**src/rtl/boothr4_pkg.sv**
```systemverilog
`default_nettype none
// ============================================================================
// Package     : boothr4_pkg
// Description : Shared state encodings and default sizing for the Booth
//               radix-4 multiplier scheduler.
// Revision    : 1.0 - initial release
// ============================================================================
package boothr4_pkg;

    localparam int DEF_NREQ    = 4;
    localparam int DEF_WIDTH   = 8;
    localparam int DEF_TIMEOUT = 64;

    typedef enum logic [2:0] {
        IDLE  = 3'd0,
        GRANT = 3'd1,
        START = 3'd2,
        LOAD  = 3'd3,
        WAIT  = 3'd4,
        RUN   = 3'd5,
        RESP  = 3'd6
    } state_t;

endpackage
`default_nettype wire

```
**src/rtl/boothr4_scheduler_if.sv**
```systemverilog
`default_nettype none
// ============================================================================
// Interface   : boothr4_scheduler_if
// Description : Requester, response and multiplier-side signals of the
//               scheduler. slave = scheduler, master = surrounding system.
// Revision    : 1.0 - initial release
// ============================================================================
interface boothr4_scheduler_if
    import boothr4_pkg::*;
#(
    parameter int NREQ  = DEF_NREQ,
    parameter int WIDTH = DEF_WIDTH
);
    localparam int IW = $clog2(NREQ);

    logic [NREQ-1:0]       req_valid;
    logic [NREQ*WIDTH-1:0] req_a;
    logic [NREQ*WIDTH-1:0] req_b;
    logic [NREQ-1:0]       req_ready;
    logic                  rsp_valid;
    logic                  rsp_ready;
    logic [IW-1:0]         rsp_id;
    logic [2*WIDTH-1:0]    rsp_product;
    logic                  rsp_err;
    logic                  mul_begin;
    logic                  mul_lock;
    logic [WIDTH-1:0]      mul_a;
    logic [WIDTH-1:0]      mul_b;
    logic                  mul_busy;
    logic [2*WIDTH-1:0]    mul_product;

    modport slave (
        input  req_valid, req_a, req_b, rsp_ready, mul_busy, mul_product,
        output req_ready, rsp_valid, rsp_id, rsp_product, rsp_err,
               mul_begin, mul_lock, mul_a, mul_b
    );

    modport master (
        output req_valid, req_a, req_b, rsp_ready, mul_busy, mul_product,
        input  req_ready, rsp_valid, rsp_id, rsp_product, rsp_err,
               mul_begin, mul_lock, mul_a, mul_b
    );

endinterface
`default_nettype wire

```
**src/rtl/rr_arbiter.sv**
```systemverilog
`default_nettype none
// ============================================================================
// Module      : rr_arbiter
// Description : Combinational round-robin arbiter; search begins at ptr and
//               wraps modulo NREQ.
// Revision    : 1.0 - initial release
// ============================================================================
module rr_arbiter
    import boothr4_pkg::*;
#(
    parameter  int NREQ = DEF_NREQ,
    localparam int IW   = $clog2(NREQ)
) (
    input  wire logic [NREQ-1:0] req,
    input  wire logic [IW-1:0]   ptr,
    output logic      [NREQ-1:0] grant,
    output logic      [IW-1:0]   idx,
    output logic                 any
);

    always_comb begin
        grant = '0;
        idx   = '0;
        any   = 1'b0;
        for (int i = 0; i < NREQ; i++) begin
            for (int k = 0; k < NREQ; k++) begin
                if (!any && req[k] && (((int'(ptr) + i) % NREQ) == k)) begin
                    grant[k] = 1'b1;
                    idx      = IW'(k);
                    any      = 1'b1;
                end
            end
        end
    end

endmodule
`default_nettype wire

```
**src/rtl/boothr4_scheduler.sv**
```systemverilog
`default_nettype none
// ============================================================================
// Module      : boothr4_scheduler
// Description : Round-robin scheduler sharing one radix-4 Booth multiplier
//               among NREQ requesters, with timeout-protected response path.
// Revision    : 1.0 - initial release
// ============================================================================
module boothr4_scheduler
    import boothr4_pkg::*;
#(
    parameter int NREQ    = DEF_NREQ,
    parameter int WIDTH   = DEF_WIDTH,
    parameter int TIMEOUT = DEF_TIMEOUT
) (
    input wire logic           clk,
    input wire logic           rst,
    boothr4_scheduler_if.slave bus
);

    localparam int IW = $clog2(NREQ);
    localparam int CW = $clog2(TIMEOUT + 1);

    state_t              r_state;
    logic [IW-1:0]       r_ptr;
    logic [IW-1:0]       r_idx;
    logic [CW-1:0]       r_cnt;
    logic [NREQ-1:0]     r_req_ready;
    logic                r_mul_begin;
    logic                r_mul_lock;
    logic [WIDTH-1:0]    r_mul_a;
    logic [WIDTH-1:0]    r_mul_b;
    logic                r_rsp_valid;
    logic [IW-1:0]       r_rsp_id;
    logic [2*WIDTH-1:0]  r_rsp_product;
    logic                r_rsp_err;

    logic [NREQ-1:0]     w_grant;
    logic [IW-1:0]       w_idx;
    logic                w_any;
    logic [WIDTH-1:0]    w_sel_a;
    logic [WIDTH-1:0]    w_sel_b;
    logic                w_expired;

    rr_arbiter #(.NREQ(NREQ)) u_arb (
        .req   (bus.req_valid),
        .ptr   (r_ptr),
        .grant (w_grant),
        .idx   (w_idx),
        .any   (w_any)
    );

    always_comb begin
        w_sel_a = '0;
        w_sel_b = '0;
        for (int i = 0; i < NREQ; i++) begin
            if (r_idx == IW'(i)) begin
                w_sel_a = bus.req_a[i*WIDTH +: WIDTH];
                w_sel_b = bus.req_b[i*WIDTH +: WIDTH];
            end
        end
    end

    // Counter saturates at TIMEOUT, so it cannot wrap across WAIT and RUN.
    assign w_expired = (r_cnt >= CW'(TIMEOUT - 1));

    always_ff @(posedge clk or posedge rst) begin
        if (rst) begin
            r_state       <= IDLE;
            r_ptr         <= '0;
            r_idx         <= '0;
            r_cnt         <= '0;
            r_req_ready   <= '0;
            r_mul_begin   <= 1'b0;
            r_mul_lock    <= 1'b0;
            r_mul_a       <= '0;
            r_mul_b       <= '0;
            r_rsp_valid   <= 1'b0;
            r_rsp_id      <= '0;
            r_rsp_product <= '0;
            r_rsp_err     <= 1'b0;
        end else begin
            r_req_ready <= '0;
            r_mul_begin <= 1'b0;
            case (r_state)
                IDLE: begin
                    // Winner chosen here so req_ready is a registered pulse in GRANT.
                    if (w_any) begin
                        r_req_ready <= w_grant;
                        r_idx       <= w_idx;
                        r_state     <= GRANT;
                    end
                end
                GRANT: begin
                    r_mul_a     <= w_sel_a;
                    r_mul_b     <= w_sel_b;
                    r_rsp_id    <= r_idx;
                    r_ptr       <= (r_idx == IW'(NREQ - 1)) ? '0 : r_idx + IW'(1);
                    r_mul_begin <= 1'b1;
                    r_state     <= START;
                end
                START: begin
                    r_mul_lock <= 1'b1;
                    r_state    <= LOAD;
                end
                LOAD: begin
                    r_cnt   <= '0;
                    r_state <= WAIT;
                end
                WAIT: begin
                    if (bus.mul_busy) begin
                        r_mul_lock <= 1'b0;
                        r_cnt      <= r_cnt + CW'(1);
                        r_state    <= RUN;
                    end else if (w_expired) begin
                        r_mul_lock    <= 1'b0;
                        r_rsp_product <= '0;
                        r_rsp_err     <= 1'b1;
                        r_rsp_valid   <= 1'b1;
                        r_state       <= RESP;
                    end else begin
                        r_cnt <= r_cnt + CW'(1);
                    end
                end
                RUN: begin
                    if (!bus.mul_busy) begin
                        r_rsp_product <= bus.mul_product;
                        r_rsp_err     <= 1'b0;
                        r_rsp_valid   <= 1'b1;
                        r_state       <= RESP;
                    end else if (w_expired) begin
                        r_rsp_product <= '0;
                        r_rsp_err     <= 1'b1;
                        r_rsp_valid   <= 1'b1;
                        r_state       <= RESP;
                    end else begin
                        r_cnt <= r_cnt + CW'(1);
                    end
                end
                RESP: begin
                    if (bus.rsp_ready) begin
                        r_rsp_valid <= 1'b0;
                        r_state     <= IDLE;
                    end
                end
                default: r_state <= IDLE;
            endcase
        end
    end

    assign bus.req_ready   = r_req_ready;
    assign bus.mul_begin   = r_mul_begin;
    assign bus.mul_lock    = r_mul_lock;
    assign bus.mul_a       = r_mul_a;
    assign bus.mul_b       = r_mul_b;
    assign bus.rsp_valid   = r_rsp_valid;
    assign bus.rsp_id      = r_rsp_id;
    assign bus.rsp_product = r_rsp_product;
    assign bus.rsp_err     = r_rsp_err;

endmodule
`default_nettype wire

```
**src/flat_wrapper.sv**
```systemverilog
// flat-port wrapper written by rule: the top's interface ports become plain ports
module boothr4_scheduler_flat import boothr4_pkg::*;
#(
    parameter int NREQ    = DEF_NREQ,
    parameter int WIDTH   = DEF_WIDTH,
    parameter int TIMEOUT = DEF_TIMEOUT
)
  (clk, rst, bus_req_valid, bus_req_a, bus_req_b, bus_rsp_ready, bus_mul_busy, bus_mul_product, bus_req_ready, bus_rsp_valid, bus_rsp_id, bus_rsp_product, bus_rsp_err, bus_mul_begin, bus_mul_lock, bus_mul_a, bus_mul_b);
  boothr4_scheduler_if #(.NREQ(NREQ), .WIDTH(WIDTH)) bus_i ();
  input wire logic clk;
  input wire logic rst;
  input wire logic [$bits(bus_i.req_valid)-1:0] bus_req_valid;
  input wire logic [$bits(bus_i.req_a)-1:0] bus_req_a;
  input wire logic [$bits(bus_i.req_b)-1:0] bus_req_b;
  input wire logic [$bits(bus_i.rsp_ready)-1:0] bus_rsp_ready;
  input wire logic [$bits(bus_i.mul_busy)-1:0] bus_mul_busy;
  input wire logic [$bits(bus_i.mul_product)-1:0] bus_mul_product;
  output wire logic [$bits(bus_i.req_ready)-1:0] bus_req_ready;
  output wire logic [$bits(bus_i.rsp_valid)-1:0] bus_rsp_valid;
  output wire logic [$bits(bus_i.rsp_id)-1:0] bus_rsp_id;
  output wire logic [$bits(bus_i.rsp_product)-1:0] bus_rsp_product;
  output wire logic [$bits(bus_i.rsp_err)-1:0] bus_rsp_err;
  output wire logic [$bits(bus_i.mul_begin)-1:0] bus_mul_begin;
  output wire logic [$bits(bus_i.mul_lock)-1:0] bus_mul_lock;
  output wire logic [$bits(bus_i.mul_a)-1:0] bus_mul_a;
  output wire logic [$bits(bus_i.mul_b)-1:0] bus_mul_b;
  assign bus_i.req_valid = bus_req_valid;
  assign bus_i.req_a = bus_req_a;
  assign bus_i.req_b = bus_req_b;
  assign bus_i.rsp_ready = bus_rsp_ready;
  assign bus_i.mul_busy = bus_mul_busy;
  assign bus_i.mul_product = bus_mul_product;
  assign bus_req_ready = bus_i.req_ready;
  assign bus_rsp_valid = bus_i.rsp_valid;
  assign bus_rsp_id = bus_i.rsp_id;
  assign bus_rsp_product = bus_i.rsp_product;
  assign bus_rsp_err = bus_i.rsp_err;
  assign bus_mul_begin = bus_i.mul_begin;
  assign bus_mul_lock = bus_i.mul_lock;
  assign bus_mul_a = bus_i.mul_a;
  assign bus_mul_b = bus_i.mul_b;
  boothr4_scheduler #(.NREQ(NREQ), .WIDTH(WIDTH), .TIMEOUT(TIMEOUT)) u_core (.clk(clk), .rst(rst), .bus(bus_i));
endmodule
```
**config.mk**
```make
export PLATFORM = sky130hd
export DESIGN_NAME = boothr4_scheduler_flat
export DESIGN_NICKNAME = d
export VERILOG_FILES = /design/src/rtl/boothr4_pkg.sv /design/src/rtl/boothr4_scheduler_if.sv /design/src/rtl/rr_arbiter.sv /design/src/rtl/boothr4_scheduler.sv /design/src/flat_wrapper.sv
export SDC_FILE = /design/constraint.sdc
export NUM_CORES = 1
export LEC_CHECK = 0
export BUFFER_PORTS_ARGS = -buffer_cell sky130_fd_sc_hd__buf_4
export CAP_MARGIN = 40
export CORE_UTILIZATION = 49
export DETAILED_ROUTE_END_ITERATION = 7
export PLACE_DENSITY = 0.81
export SLEW_MARGIN = 5
export SYNTH_ARGS = -nofsm -noshare
export SYNTH_HDL_FRONTEND = slang
export SYNTH_HIERARCHICAL = 1
export SYNTH_SLANG_ARGS = --single-unit
export TNS_END_PERCENT = 100
```
**constraint.sdc**
```tcl
create_clock -name clk -period 2.1 [get_ports clk]
set_input_delay 0.21 -clock clk [delete_from_list [all_inputs] [get_ports clk]]
set_output_delay 0.21 -clock clk [all_outputs]
set_load 0.02 [all_outputs]
```
Yosys cells after proc, flatten, opt, wreduce, memory -nomap -nowiden
Cells that the tools add are included.

Reductions and logical operators: 65. $add $sub $neg: 5. Multiply operators: 0. Bitwise logic cells: 3. Divide/modulo/power cells: 0. Shift operators: 0. Muxes and demuxes: 84. $lt $le $gt $ge: 1. Eq/ne operators: 26.

Operator list (count): 32-bit logical NOT (4); 8-bit two-way mux (8); 16-bit two-way mux (3); 1-bit two-way mux (42); 16-bit case mux with 2 select lines (1); 1-bit logical AND (31); 2-bit two-way mux (15); 3-bit equality test (second input constant) (9); 7-bit two-way mux (3); 3-bit case mux with 7 select lines (1); 7-bit case mux with 3 select lines (1); 3-bit by 2-bit equality test with 1-bit output (second input constant) (5); 1-bit logical NOT (15); 3-bit two-way mux (5); 2-bit AND reduction (5); 2-bit equality test (second input constant) (4); 4-bit two-way mux (2); 2-bit != test (second input constant) (4); 7-bit by 1-bit adder with 7-bit output (second input constant) (1); 7-bit by 6-bit greater-or-equal comparator with 1-bit output (second input constant) (1); 3-bit nonzero test (2); 2-bit OR reduction (3); 2-bit by 1-bit adder with 2-bit output (second input constant) (2); 2-bit adder (second input constant) (2); 10 further kinds (15).

Logic and storage cells: 197. Register bits: 56. Input bits: 88. Bits in writable memories: 0. Latch bits: 0. Memory bits (read-only): 0. Memories kept: 0. Output and inout bits: 42.

Depth between registers and ports, before layout
Depth in word-level cells: 65. Mapped depth: 8. Gate-level depth less buffers: 6.

Modules after synthesis
The synthesis kept the hierarchy.

By module, submodules not included: boothr4_scheduler (sequential area each 1401.3 µm², cells each 322, times used 1, area each 3098.0 µm²); rr_arbiter (sequential area each 0.0 µm², cells each 27, times used 1, area each 148.9 µm²).

Least setup slack after synthesis
No wires, ideal clock.

Kind: register to register. Start point: register u_core.r_cnt[0]. End point: register u_core.r_cnt[4]. Path slack: 0.400 ns. Library setup time: 0.079 ns. Data arrival time: 1.621 ns. Buffers on the path: 0. Stages on the path, launching flop included: 6. Clock period less this slack: 1.700 ns. Data required time: 2.021 ns. Path through: dfrtp_1 -> ha_1 -> a21oi_1 -> o21ai_2 -> a2111oi_2 -> mux2i_1.

Word-level cells in the longest chain between the ends: 4. Elaborated cells on any way between the ends: 6. Those cells by class: add/sub (1); order compare (1); mux (4).

RTL lines: start: declaration (RTL line boothr4_scheduler.sv:26) `logic [CW-1:0] r_cnt;`; start signal: assignment (RTL line boothr4_scheduler.sv:112) `r_cnt <= r_cnt + CW'(1);`; start signal: assignment (RTL line boothr4_scheduler.sv:121) `r_cnt <= r_cnt + CW'(1);`; start signal: assignment (RTL line boothr4_scheduler.sv:136) `r_cnt <= r_cnt + CW'(1);`; 7-bit by 1-bit adder with 7-bit output or 7-bit by 6-bit greater-or-equal comparator with 1-bit output (tied branches); 7-bit two-way mux (RTL line boothr4_scheduler.sv:114, boothr4_scheduler.sv:130); 7-bit two-way mux (on tied branches) (RTL line boothr4_scheduler.sv:125, boothr4_scheduler.sv:110); 7-bit case mux with 3 select lines * (RTL line boothr4_scheduler.sv:84) `case (r_state)`.

Every way passes the cells marked *; elsewhere a longest branch is shown, timed or not. The select of a mux whose other input is x is not followed. A chain may end at the register's enable or synchronous reset.

Final worst setup path
Ends and elaborated chain as after synthesis.

==> results.sh <==
export IMPL_status="complete, no violations"
export IMPL_regToRegEndpoint="u_core/r_cnt[4]$_DFFE_PP0P_"
export IMPL_drt_total_wl_mm=8.38
export IMPL_wl_met3_um=541
export IMPL_final_max_slew_violation_count=0
export IMPL_end_kind="flop"
export IMPL_synth_compound_area_share_pct=23.9
export IMPL_antenna_cells=0
export IMPL_die_area_um2=6960
export IMPL_ff_latch_area_um2=1400
export IMPL_io_pins=130
export IMPL_initial_core_util_pct=50.8
export IMPL_post_synth_and_or_nand_nor_area_fraction_pct=14.8
export IMPL_power_uw=5800
export IMPL_ys_ff_latch=56
export IMPL_crit_type="flop to flop"
export IMPL_postCtsSetupBuffers=0
export IMPL_vias=3121
export IMPL_clk_latency_ns=0.31
export IMPL_cts_max_path_buffers=2
export IMPL_synthAdderAreaFrac_pct=2.24
export IMPL_hpwl_mm=6.38
export IMPL_finalCritPeriodShare_pct=92.9
export IMPL_path_clk_slew_ns=0.10
export IMPL_synth_edf_count=0
export IMPL_ir_drop_v=0.000680
export IMPL_yosys_mux_area_fraction_pct=8.17
export IMPL_grt_max_degree=34
export IMPL_whs_path_depth=2
export IMPL_drt_iter0_drc=133
export IMPL_place_gp_congestion=0.871
export IMPL_fin_skew_ns=0.00635
export IMPL_power_leakage_uw=0.00204
export IMPL_syn_cell_area_um2=3250
export IMPL_m1WireLength_mm=3.36
export IMPL_setup_viol_count_final=0
export IMPL_track_usage_pct=24.6
export IMPL_multi_input_comb_area_um2=1590
export IMPL_numCtsBuffers=5
export IMPL_avgSynthCellArea_um2=9.30
export IMPL_clock_fmax_mhz=513
export IMPL_crit_required_ns=2.33
export IMPL_min_path_type="input port to flop"
export IMPL_most_common_layout_cells="buf_4, dfrtp_1, nor2_1, nand2_1, a21oi_1"
export IMPL_cts_sinks=56
export IMPL_cts_tree="done"
export IMPL_yosysWarnings=6
export IMPL_async_flop_share_pct=100
export IMPL_wl_per_cell_um=15.3
export IMPL_min_to="u_core/r_state[1]$_DFFE_PP0P_"
export IMPL_h_tree_depth=2
export IMPL_antenna_found_initial=0
export IMPL_dieHeight_um=83.4
export IMPL_io_buffers=129
export IMPL_area_growth_pct=34.7
export IMPL_clockRootBuffer="clkbuf_8"
export IMPL_met2_length_mm=4.31
export IMPL_placementRows=29
export IMPL_first_pass_iters=5
export IMPL_period_minus_slack_ns=1.95
export IMPL_p_per_area_nw_per_um2=1330
export IMPL_syn_inst=349
export IMPL_ant_nets=0
export IMPL_fin_nets=564
export IMPL_synth_nets=442
export IMPL_grt_pass1_wl_mm=13.9
export IMPL_cp_arrival_ns=2.18
export IMPL_rr_worst_depth=5
export IMPL_route_top_layer_used="met4"
export IMPL_cp_max_fo=7
export IMPL_max_cap_violations=0
export IMPL_drive_gt1_share_pct=34.7
export IMPL_yosys_area_share_xor_xnor_pct=0
export IMPL_worst_hold_startpoint="bus_rsp_ready"
export IMPL_netlist_cell_type_count=50
export IMPL_startpoint_type="flop"
export IMPL_hold_viol=0
export IMPL_ys_seq_area_share_pct=43.2
export IMPL_fill_cells=526
export IMPL_relSlewSlack_pct=63.7
export IMPL_grt_pass1_vias=3078
export IMPL_vias_per_cell=5.68
export IMPL_drc=0
export IMPL_r2r_start="u_core/r_cnt[0]$_DFFE_PP0P_"
export IMPL_coreArea_um2=6390
export IMPL_mostFrequentLayoutCell="buf_4"
export IMPL_finalSetupTns_ns=0
export IMPL_rsz0062_at_grt="false"
export IMPL_synthFlopType="dfrtp_1"
export IMPL_gr_total_overflow=0
export IMPL_die_width_um=83.4
export IMPL_synth_top_family_by_area="compound AO/OA/AOI/OAI gates"
export IMPL_ff2ff_setup_slack_ns=0.15
export IMPL_worstMarginPinSlew_ns=0.543
## cells by family after synthesis
group,Yosys count
buf+inv,53
mux,26
flops,56
compound gates,107
simple gates,101
fa+ha+maj,6
## registers in the layout, indices dropped and copies added (netlist names)
| signal | cells |
|---|---|
| u_core/bus.mul_a | 8 |
| u_core/bus.mul_b | 8 |
| u_core/bus.mul_begin | 1 |
| u_core/bus.mul_lock | 1 |
| u_core/bus.req_ready | 4 |
| u_core/bus.rsp_err | 1 |
| u_core/bus.rsp_id | 2 |
| u_core/bus.rsp_product | 16 |
| u_core/bus.rsp_valid | 1 |
| u_core/r_cnt | 7 |
| u_core/r_idx | 2 |
| u_core/r_ptr | 2 |
| u_core/r_state | 3 |
## what timing repair did
action	in CTS	in global routing
setup endpoints to repair	0	0
hold buffers	1	0
hold endpoints to repair	24	0
gates resized for setup	0	0
## how the worst max path moves through the flow
stage | start | endpoint | depth (start not counted)
after floorplan | u_core/r_cnt[0]$_DFFE_PP0P_ | u_core/r_cnt[4]$_DFFE_PP0P_ | 5
after global placement | u_core/r_cnt[0]$_DFFE_PP0P_ | u_core/r_cnt[4]$_DFFE_PP0P_ | 5
after detailed placement | u_core/r_cnt[0]$_DFFE_PP0P_ | u_core/r_cnt[4]$_DFFE_PP0P_ | 5
after CTS | u_core/r_cnt[0]$_DFFE_PP0P_ | u_core/r_cnt[4]$_DFFE_PP0P_ | 5
after global routing | u_core/r_cnt[0]$_DFFE_PP0P_ | u_core/r_cnt[4]$_DFFE_PP0P_ | 5
final | u_core/r_cnt[0]$_DFFE_PP0P_ | u_core/r_cnt[4]$_DFFE_PP0P_ | 5
## stage by stage
stage	hold slack, ns	util (%)	worst slack [ns]	std cells	instance area, um^2
finish	0.101	68.5	0.150	549	4370
floorplan	0.324	-	0.400	349	3250
global placement	0.289	66.9	0.324	540	4270
CTS	0.0971	68.5	0.190	549	4370
global route	0.0972	68.5	0.0335	549	4370
detailed placement	0.298	66.9	0.246	540	4270
## layout make-up
class,instances,area share [%]
sequential,56,32.0
inverter,27,2.37
tap,77,2.20
clock buffer,5,1.57
clock inverter,3,0.515
multi-input combinational,240,36.5
timing repair buffer,141,24.8
## report_power, final
group          internal, uW  switching, uW  total [uW]
registers              1550            421        1970
clock network           240            364         604
logic                  1450           1770        3220
total                  3240           2550        5800
## per-layer routing
layer | track usage (%) | vias to the layer above
li1 | - | 1493
met1 | 30.0 | 1481
met2 | 43.0 | 129
met3 | 5.57 | 18
met4 | 7.68 | 0
met5 | 0 | -
## critical path, stage by stage (launching register included)
cell and delay, ns:
dfrtp_1 0.46, ha_1 0.28, a21oi_1 0.34, o21ai_2 0.15, a2111oi_2 0.42, mux2i_1 0.24
## cells in the mapped netlist, types with 2 or more instances
cell type | instances | area share, %
a211o_1 | 15 | 4.0
a211oi_1 | 6 | 1.4
a21oi_1 | 27 | 4.2
a221oi_1 | 15 | 4.0
a311oi_1 | 3 | 0.81
a31oi_1 | 15 | 2.9
and2_1 | 4 | 0.77
and2b_1 | 2 | 0.46
buf_2 | 13 | 2.0
buf_4 | 2 | 0.46
buf_6 | 2 | 0.69
clkbuf_1 | 8 | 0.92
dfrtp_1 | 56 | 43
ha_1 | 5 | 1.9
inv_1 | 26 | 3.0
mux2_2 | 4 | 1.4
mux2i_1 | 22 | 6.8
nand2_1 | 36 | 4.2
nand2b_1 | 4 | 0.77
nand4_1 | 3 | 0.58
nor2_1 | 40 | 4.6
nor2b_1 | 2 | 0.39
nor3_4 | 2 | 1.0
o211ai_1 | 3 | 0.69
o21ai_0 | 9 | 1.4
No activity file was read; power rests on OpenSTA's default activity.
